[config.mk]
export PLATFORM = sky130hd
export DESIGN_NAME = alu_rr_sequencer
export DESIGN_NICKNAME = d
export VERILOG_FILES = /design/src/rtl/alu_rr_sequencer.sv
export SDC_FILE = /design/constraint.sdc
export NUM_CORES = 1
export LEC_CHECK = 0
export ABC_AREA = 1
export BUFFER_PORTS_ARGS = -buffer_cell sky130_fd_sc_hd__buf_2
export CORE_AREA = 10 10 78 80
export CTS_BUF_LIST = sky130_fd_sc_hd__clkbuf_4 sky130_fd_sc_hd__clkbuf_8
export DETAILED_ROUTE_END_ITERATION = 16
export DIE_AREA = 0 0 88 90
export HOLD_SLACK_MARGIN = 0.12
export PLACE_DENSITY_LB_ADDON = 0.2
export SLEW_MARGIN = 20
export SYNTH_ARGS = -nofsm -noshare
export SYNTH_HDL_FRONTEND = slang
export SYNTH_SLANG_ARGS = --single-unit
[constraint.sdc]
create_clock -name clock -period 1.6 [get_ports clock]
set_clock_uncertainty 0.05 [all_clocks]
set_input_delay 0.24 -clock clock [delete_from_list [all_inputs] [get_ports clock]]
set_output_delay 0.24 -clock clock [all_outputs]
set_load 0.05 [all_outputs]
[src/rtl/alu_rr_sequencer.sv]
// Hardwired control sequencer for register-register ALU instructions: fetch (T0-T2) then
// execute (T3-T5), driving datapath bus enables, load enables, memory strobes and ALU opcode.
module alu_rr_sequencer #(
  parameter logic [4:0]  MAX_RTYPE_OP = 5'd10,
  parameter logic [4:0]  INC_OP       = 5'b11111,
  parameter int unsigned CNT_W        = 16
) (
  input  logic             clock,
  input  logic             clear,
  input  logic             start,
  input  logic             run,
  input  logic             mem_rdy,
  input  logic [31:0]      ir_in,
  output logic             PCout,
  output logic             MARin,
  output logic             PCin,
  output logic             IncPC,
  output logic             Read,
  output logic             MDRin,
  output logic             MDRout,
  output logic             IRin,
  output logic             Yin,
  output logic             ZlowIn,
  output logic             Zlowout,
  output logic [15:0]      Rout,
  output logic [15:0]      Rin,
  output logic [4:0]       alu_op,
  output logic             busy,
  output logic             done,
  output logic             illegal,
  output logic [CNT_W-1:0] instr_count
);

  typedef enum logic [2:0] {
    StIdle, StT0, StT1, StT2, StT3, StT4, StT5, StFault
  } state_e;

  state_e           state_q;
  logic             t1_first_q;
  logic [4:0]       op_q;
  logic [3:0]       ra_q;
  logic [3:0]       rc_q;
  logic [CNT_W-1:0] cnt_q;

  logic [4:0] ir_op;
  logic [3:0] ir_ra;
  logic [3:0] ir_rb;
  logic [3:0] ir_rc;
  logic       ir_legal;
  logic       unused_ir;

  assign ir_op     = ir_in[31:27];
  assign ir_ra     = ir_in[26:23];
  assign ir_rb     = ir_in[22:19];
  assign ir_rc     = ir_in[18:15];
  assign ir_legal  = (ir_op <= MAX_RTYPE_OP);
  assign unused_ir = ^ir_in[14:0];

  always_ff @(posedge clock) begin
    if (clear) begin
      state_q    <= StIdle;
      t1_first_q <= 1'b0;
      op_q       <= '0;
      ra_q       <= '0;
      rc_q       <= '0;
      cnt_q      <= '0;
    end else begin
      // Marks the first T1 cycle so PC is reloaded exactly once per fetch.
      t1_first_q <= (state_q == StT0);
      unique case (state_q)
        StIdle:  if (start || run) state_q <= StT0;
        StT0:    state_q <= StT1;
        StT1:    if (mem_rdy) state_q <= StT2;
        StT2:    state_q <= StT3;
        StT3: begin
          op_q    <= ir_op;
          ra_q    <= ir_ra;
          rc_q    <= ir_rc;
          state_q <= ir_legal ? StT4 : StFault;
        end
        StT4:    state_q <= StT5;
        StT5: begin
          cnt_q   <= cnt_q + {{(CNT_W-1){1'b0}}, 1'b1};
          state_q <= run ? StT0 : StIdle;
        end
        StFault: state_q <= StFault;
        default: state_q <= StIdle;
      endcase
    end
  end

  always_comb begin
    PCout   = 1'b0;
    MARin   = 1'b0;
    PCin    = 1'b0;
    IncPC   = 1'b0;
    Read    = 1'b0;
    MDRin   = 1'b0;
    MDRout  = 1'b0;
    IRin    = 1'b0;
    Yin     = 1'b0;
    ZlowIn  = 1'b0;
    Zlowout = 1'b0;
    Rout    = '0;
    Rin     = '0;
    alu_op  = '0;
    busy    = 1'b0;
    done    = 1'b0;
    illegal = 1'b0;
    unique case (state_q)
      StT0: begin
        busy   = 1'b1;
        PCout  = 1'b1;
        MARin  = 1'b1;
        IncPC  = 1'b1;
        ZlowIn = 1'b1;
        alu_op = INC_OP;
      end
      StT1: begin
        busy    = 1'b1;
        Zlowout = 1'b1;
        PCin    = t1_first_q;
        Read    = 1'b1;
        MDRin   = 1'b1;
      end
      StT2: begin
        busy   = 1'b1;
        MDRout = 1'b1;
        IRin   = 1'b1;
      end
      // IR has only just been loaded, so Rb is decoded straight from ir_in here.
      StT3: begin
        busy = 1'b1;
        if (ir_legal) begin
          Rout = 16'h0001 << ir_rb;
          Yin  = 1'b1;
        end
      end
      StT4: begin
        busy   = 1'b1;
        Rout   = 16'h0001 << rc_q;
        alu_op = op_q;
        ZlowIn = 1'b1;
      end
      StT5: begin
        busy    = 1'b1;
        Zlowout = 1'b1;
        Rin     = 16'h0001 << ra_q;
        done    = 1'b1;
      end
      StFault: illegal = 1'b1;
      default: ;
    endcase
  end

  assign instr_count = cnt_q;

endmodule

==> results of run 1 <==
critical path, delay by kind of cell, from the launching register on:
| kind | cells | cell delay, ns |
|---|---|---|
| buffers and inverters | 4 | 0.54 |
| DFF | 1 | 0.39 |
| and+or+nand+nor | 2 | 0.35 |
cell usage in the layout (no fill, tap or decap), types with 4 or more instances in the layout:
cell type | Yosys | routed
nand3_1 | 20 | 19
nand4_1 | 6 | 6
o22ai_4 | 0 | 4
o21ai_0 | 27 | 9
dfxtp_1 | 33 | 27
inv_1 | 47 | 42
nor2_2 | 4 | 7
nor2_4 | 2 | 26
nand2_1 | 64 | 54
nand2_2 | 3 | 10
clkbuf_8 | 0 | 6
o21ai_4 | 0 | 12
a21oi_1 | 18 | 16
buf_4 | 4 | 29
buf_2 | 4 | 37
nor3_1 | 15 | 10
nor2_1 | 63 | 36
clkinvlp_4 | 0 | 4
nor3_2 | 0 | 5
o21ai_2 | 0 | 13
buf_6 | 1 | 36
buf_8 | 0 | 20
metal layers:
metal	GRT usage, %	vias up	share of wire [%]
met4	5.05	0	3.8
met2	35.9	91	53
met1	19.7	1288	38
li1	-	1332	-
met3	3.43	26	5.7
met5	0	-	0
timing repair:
item / 4_1_cts / 5_1_grt
cloned: 1 / 0
gates resized for setup: 148 / 47
setup endpoints to repair: 50 / 72
pin swaps: 15 / 12
buffers inserted: 11 / 9
final cells by class:
cell class                 count  area [um2]
multi-input combinational    245        1710
timing repair buffer         126        1200
sequential                    33         676
fill                         233         627
inverter                      52         220
clock buffer                   8        97.6
tap                           54        67.6
cells by family (layout without fill, tap and decap cells):
family / Yosys count / in the layout / synth area share (%)
AND/OR/NAND/NOR: 185 / 185 / 40.8
buffers and inverters: 66 / 186 / 13.0
AO/OA/AOI/OAI: 59 / 59 / 14.4
flip-flops: 33 / 33 / 31.2
adder cells (fa/ha/maj): 1 / 1 / 0.591
per-stage QoR:
| step | instances | cell area, um2 |
|---|---|---|
| detailed placement | 492 | 3120 |
| floorplan | 344 | 2520 |
| global placement | 492 | 3120 |
| CTS | 511 | 3750 |
| global route | 518 | 3970 |
| finish | 518 | 3970 |
registers in the layout, summed over array words and instances (netlist names), named ones only:
signal and cells:
t1_first_q 1, ra_q 4, rc_q 4, op_q 5, instr_count 16, state_q 2
report_power, final:
group          switching [mW]  internal, mW  total (mW)
sequential             0.0473         0.856       0.903
clock                   0.293         0.385       0.678
combinational           0.593         0.355       0.948
how the worst max path moves through the flow:
stage | from | slack (ns) | to
final | state_q[0]$_SDFFE_PP0P_ | -0.27 | MARin
after global routing | rc_q[2]$_SDFFE_PP0P_ | -0.36 | Rout[15]
after CTS | state_q[0]$_SDFFE_PP0P_ | -0.26 | Rout[7]
after detailed placement | flip-flop | -0.19 | Rin[7]
after global placement | ir_in[28] | -0.15 | Rout[5]
after floorplan | state_q[0]$_SDFFE_PP0P_ | -0.43 | MARin
==> results.yml, run 1 <==
routing:
  ant_nets: 0
  firstDrtPassIters: 4
  drt_wl_total_um: 8240
  viasPerCell: 5.28
  drtIter0Drc: 105
  dr_total_vias: 2737
  drc: 0
  post_drt_wl_per_cell_um: 15.9
cts:
  clk_latency_ns: 0.28
  ctsLongestPathBuffers: 2
  cts_sinks: 33
  cts_hold_buffers: 0
  root_buffer: "clkbuf_8"
  clk_pin_slew_worst_paths_ns: 0.07
  tritoncts: "yes"
  cts_made_buffers: 5
  htreeDepth: 2
power:
  p_leak_nw: 1.67
  ir_drop_v: 0.000557
  power_density_nw_per_um2: 637
  total_power_mw: 2.53
timing:
  worst_slack_ns: -0.272
  rsz0062_at_grt: "true"
  finalCriticalPeriod_ns: 1.87
  fin_crit_sh_pct: 117
  finalSetupTns_ns: -8.88
  tightest_slew_ns: 0.390
  slew_viol_final: 0
  slew_headroom_pct: 73.8
  holdWs_ns: 0.162
  setup_viol: 46
  fmax_mhz: 534
  hold_viol: 0
floorplanning:
  die-height_um: 90
  start_util_pct: 46.1
  core_area_um2: 4600
  std_cell_rows: 25
  ios: 104
  die_area_um2: 7920
  die_w_um: 88
placement:
  portBuffers: 88
  hpwl_um: 5360
  place_congestion: 0.861
  dp_slack_ns: -0.191
hold_path:
  hold_class: "primary input to flip-flop"
  hold_end: "op_q[1]$_SDFFE_PP0P_"
  hold_path_depth: 3
  worstHoldStart: "ir_in[28]"
worst_setup_path:
  worst_path_max_delay_cell: "dfxtp_4"
  cp.required_ns: 1.31
  worstSetupStartpointType: "flip-flop"
  end_kind: "output port"
  crit_path_max_fanout: 7
  r2r_cells: 7
  path_cells: "inv_4 -> nor2_4 -> buf_6 -> clkinvlp_4 -> nor2_4 -> buf_6"
  crit_path_max_incr_delay_ns: 0.39
  rr_endpoint: "state_q[1]$_SDFFE_PP0P_"
  r2r_slack_ns: 0.03
  path_class: "flip-flop to output port"
  arrival_ns: 1.58
finish:
  syn_to_final_growth_pct: 87.5
  nNetsFinal: 501
  final_core_util_pct: 86.4
  drive_gt1_share_pct: 51.7
  antenna_cells: 0
synth:
  async_flop_share_pct: 0
  ys.flop_type: "dfxtp_1"
  yosysTopAreaCell: "dfxtp_1"
  synth-edff-count: 0
  yosysUniqueCellTypes: 26
  yosysSeqAreaShare_pct: 31.2
  yosys-top-cells-count: "64 x nand2_1, 63 x nor2_1, 47 x inv_1"
  syn_area_per_cell_um2: 6.16
  synth_fp_nets: 382
  ys_ff_latch: 33
  synthCells: 344
  yosysTopAreaCellShare_pct: 31.2
  yosysWarnings: 0
  syn_area_um2: 2120
  synthTopCellsByArea: "dfxtp_1 31%, nand2_1 11%, nor2_1 11%"
  synth_most_common_cell: "nand2_1"
run:
  cap_violations: 0
run_status:
  violations: "negative setup slack"
  outcome: "finished, violations left"
grt:
  grt-ovfl-total: 0
  grt_start_max_net_pins: 23
  antenna_found_initial: 0
  grt_usage_pct: 18.8
  grt_pass1_vias: 2669
  grt_pass1_wl_um: 12300
Power figures use the tool's default switching activity.
==> inputs of run 2 (changes only) <==
--- a/config.mk
+++ b/config.mk
@@ -7,10 +7,10 @@
 export LEC_CHECK = 0
 export ABC_AREA = 1
 export BUFFER_PORTS_ARGS = -buffer_cell sky130_fd_sc_hd__buf_2
-export CORE_AREA = 10 10 78 80
+export CORE_AREA = 10 10 82 84
 export CTS_BUF_LIST = sky130_fd_sc_hd__clkbuf_4 sky130_fd_sc_hd__clkbuf_8
 export DETAILED_ROUTE_END_ITERATION = 16
-export DIE_AREA = 0 0 88 90
+export DIE_AREA = 0 0 92 94
 export HOLD_SLACK_MARGIN = 0.12
 export PLACE_DENSITY_LB_ADDON = 0.2
 export SLEW_MARGIN = 20
==> constraint.sdc (replaced) <==
create_clock -name clock -period 1.7 [get_ports clock]
set_clock_uncertainty 0.05 [all_clocks]
set_input_delay 0.255 -clock clock [delete_from_list [all_inputs] [get_ports clock]]
set_output_delay 0.255 -clock clock [all_outputs]
set_load 0.05 [all_outputs]
==> results.yml, run 2 (synthesized netlist as in run 1, its figures left out) <==
timing:
  rsz0062_at_grt: "true"
  slew_viol_final: 0
  tightest_slew_ns: 0.383
  fmax_mhz: 521
  holdWs_ns: 0.183
  finalSetupTns_ns: -5.28
  slew_headroom_pct: 74.3
  finalCriticalPeriod_ns: 1.92
  setup_viol: 42
  fin_crit_sh_pct: 113
  worst_slack_ns: -0.221
  hold_viol: 0
finish:
  design_area_um2: 3770
  largest_register_ffs: 16
  antenna_cells: 0
  drive_gt1_share_pct: 44.5
  nNetsFinal: 493
  final_cell_mix: "60 x nand2_1, 43 x inv_1, 39 x nor2_1, 38 x buf_2, 33 x buf_6"
  final_common_cell: "nand2_1"
  final_core_util_pct: 74.4
  syn_to_final_growth_pct: 78.2
placement:
  portBuffers: 88
  place_congestion: 0.885
  placed_area_um2: 3100
  hpwl_um: 5540
floorplanning:
  die_w_um: 92
  die-height_um: 94
  std_cell_rows: 26
  die_area_um2: 8650
  start_util_pct: 41.7
  ios: 104
  core_area_um2: 5070
run:
  cap_violations: 0
run_status:
  violations: "negative setup slack"
  outcome: "finished, violations left"
routing:
  dr_total_vias: 2637
  firstDrtPassIters: 4
  viasPerCell: 5.01
  post_drt_wl_per_cell_um: 14.5
  drtIter0Drc: 91
  drt_wl_total_um: 7640
  ant_nets: 0
  drc: 0
worst_setup_path:
  arrival_ns: 1.62
  worstSetupStartpointType: "flip-flop"
  worst_path_max_delay_cell: "dfxtp_2"
  path_class: "flip-flop to output port"
  path_cells: "buf_6 -> nor2_4 -> buf_6 -> clkinvlp_4 -> nor2_4 -> buf_8"
  end_kind: "output port"
  crit_path_max_fanout: 7
  cp.required_ns: 1.39
  crit_path_max_incr_delay_ns: 0.34
power:
  p_sw_share_pct: 36.3
  ir_drop_v: 0.000614
  power_density_nw_per_um2: 611
  intPower_mw: 1.47
  pwr-share-seq_pct: 36.3
  switching_power_mw: 0.838
  comb_power_share_pct: 35.4
  power_frac_clock_pct: 28.3
  p_leak_nw: 1.59
hold_path:
  hold_class: "primary input to flip-flop"
cts:
  cts_made_buffers: 5
  ctsLongestPathBuffers: 2
  root_buffer: "clkbuf_8"
  tritoncts: "yes"
  cts_hold_buffers: 0
  htreeDepth: 2
  clk_latency_ns: 0.28
  cts_sinks: 33
  clk_pin_slew_worst_paths_ns: 0.07
grt:
  grt_pass1_vias: 2534
  grt_start_max_net_pins: 23
  grt-ovfl-total: 0
  antenna_found_initial: 0
  grt_pass1_wl_um: 12200
  grt_usage_pct: 16.7
-- run 2: cell types whose count changed in the layout (fill, tap and decap cells not counted), sizes merged --
cell and change:
clkbuf +2, clkinv +1, buf -11
-- run 2: worst max-delay path: cells and delay by family, from the launching register on --
kind / cells / cell delay, ns
buffers and inverters: 4 / 0.64
and+or+nand+nor: 2 / 0.36
DFF: 1 / 0.34
-- run 2: power by group through the flow --
stage	combinational (mW)	sequential (mW)	clock, mW
6_report	0.816	0.838	0.653
5_1_grt	0.860	0.842	0.697
4_1_cts	0.749	0.836	0.668
3_5_place_dp	0.647	0.849	0
3_3_place_gp	0.640	0.848	0
2_1_floorplan	0.481	0.861	0
-- run 2: area by class of cell --
type	instances	area [um2]
Fill cell	373	1300
Multi-Input combinational cell	245	1590
Clock inverter	1	5.00
Tap cell	70	87.6
Clock buffer	7	96.3
Sequential cell	33	673
Timing Repair Buffer	118	1100
Inverter	52	223
-- run 2: worst paths after layout --
kind                                                  start                      endpoint  slack (ns)  depth (start not counted)
worst max-delay path                state_q[1]$_SDFFE_PP0P_                         IncPC       -0.22                          6
worst min-delay path                                  clear       state_q[1]$_SDFFE_PP0P_        0.18                          2
worst max register to register      state_q[1]$_SDFFE_PP0P_  instr_count[15]$_SDFFE_PP0P_        0.11                         10
worst min register to register  instr_count[6]$_SDFFE_PP0P_   instr_count[6]$_SDFFE_PP0P_        0.43                          2
-- run 2: through the flow --
step,setup slack (ns),instances,power [mW]
4_1_cts,-0.156,519,2.25
6_report,-0.221,526,2.31
2_1_floorplan,-0.348,344,1.34
5_1_grt,-0.271,526,2.40
3_5_place_dp,-0.0859,505,1.50
3_3_place_gp,-0.102,505,1.49
-- run 2: repair_timing --
action	4_1_cts	5_1_grt
gates cloned	0	0
resized for setup	108	41
hold endpoints to repair	0	0
setup buffers	6	8
pin swaps	10	10
setup endpoints to repair	46	51
-- run 2: layer usage --
metal	vias to the layer above	track usage, %	part of all wire, %
met5	-	0	0
met4	0	3.73	1.2
met3	9	4.32	5.4
met2	76	30.6	53
met1	1235	18.9	41
li1	1317	-	-
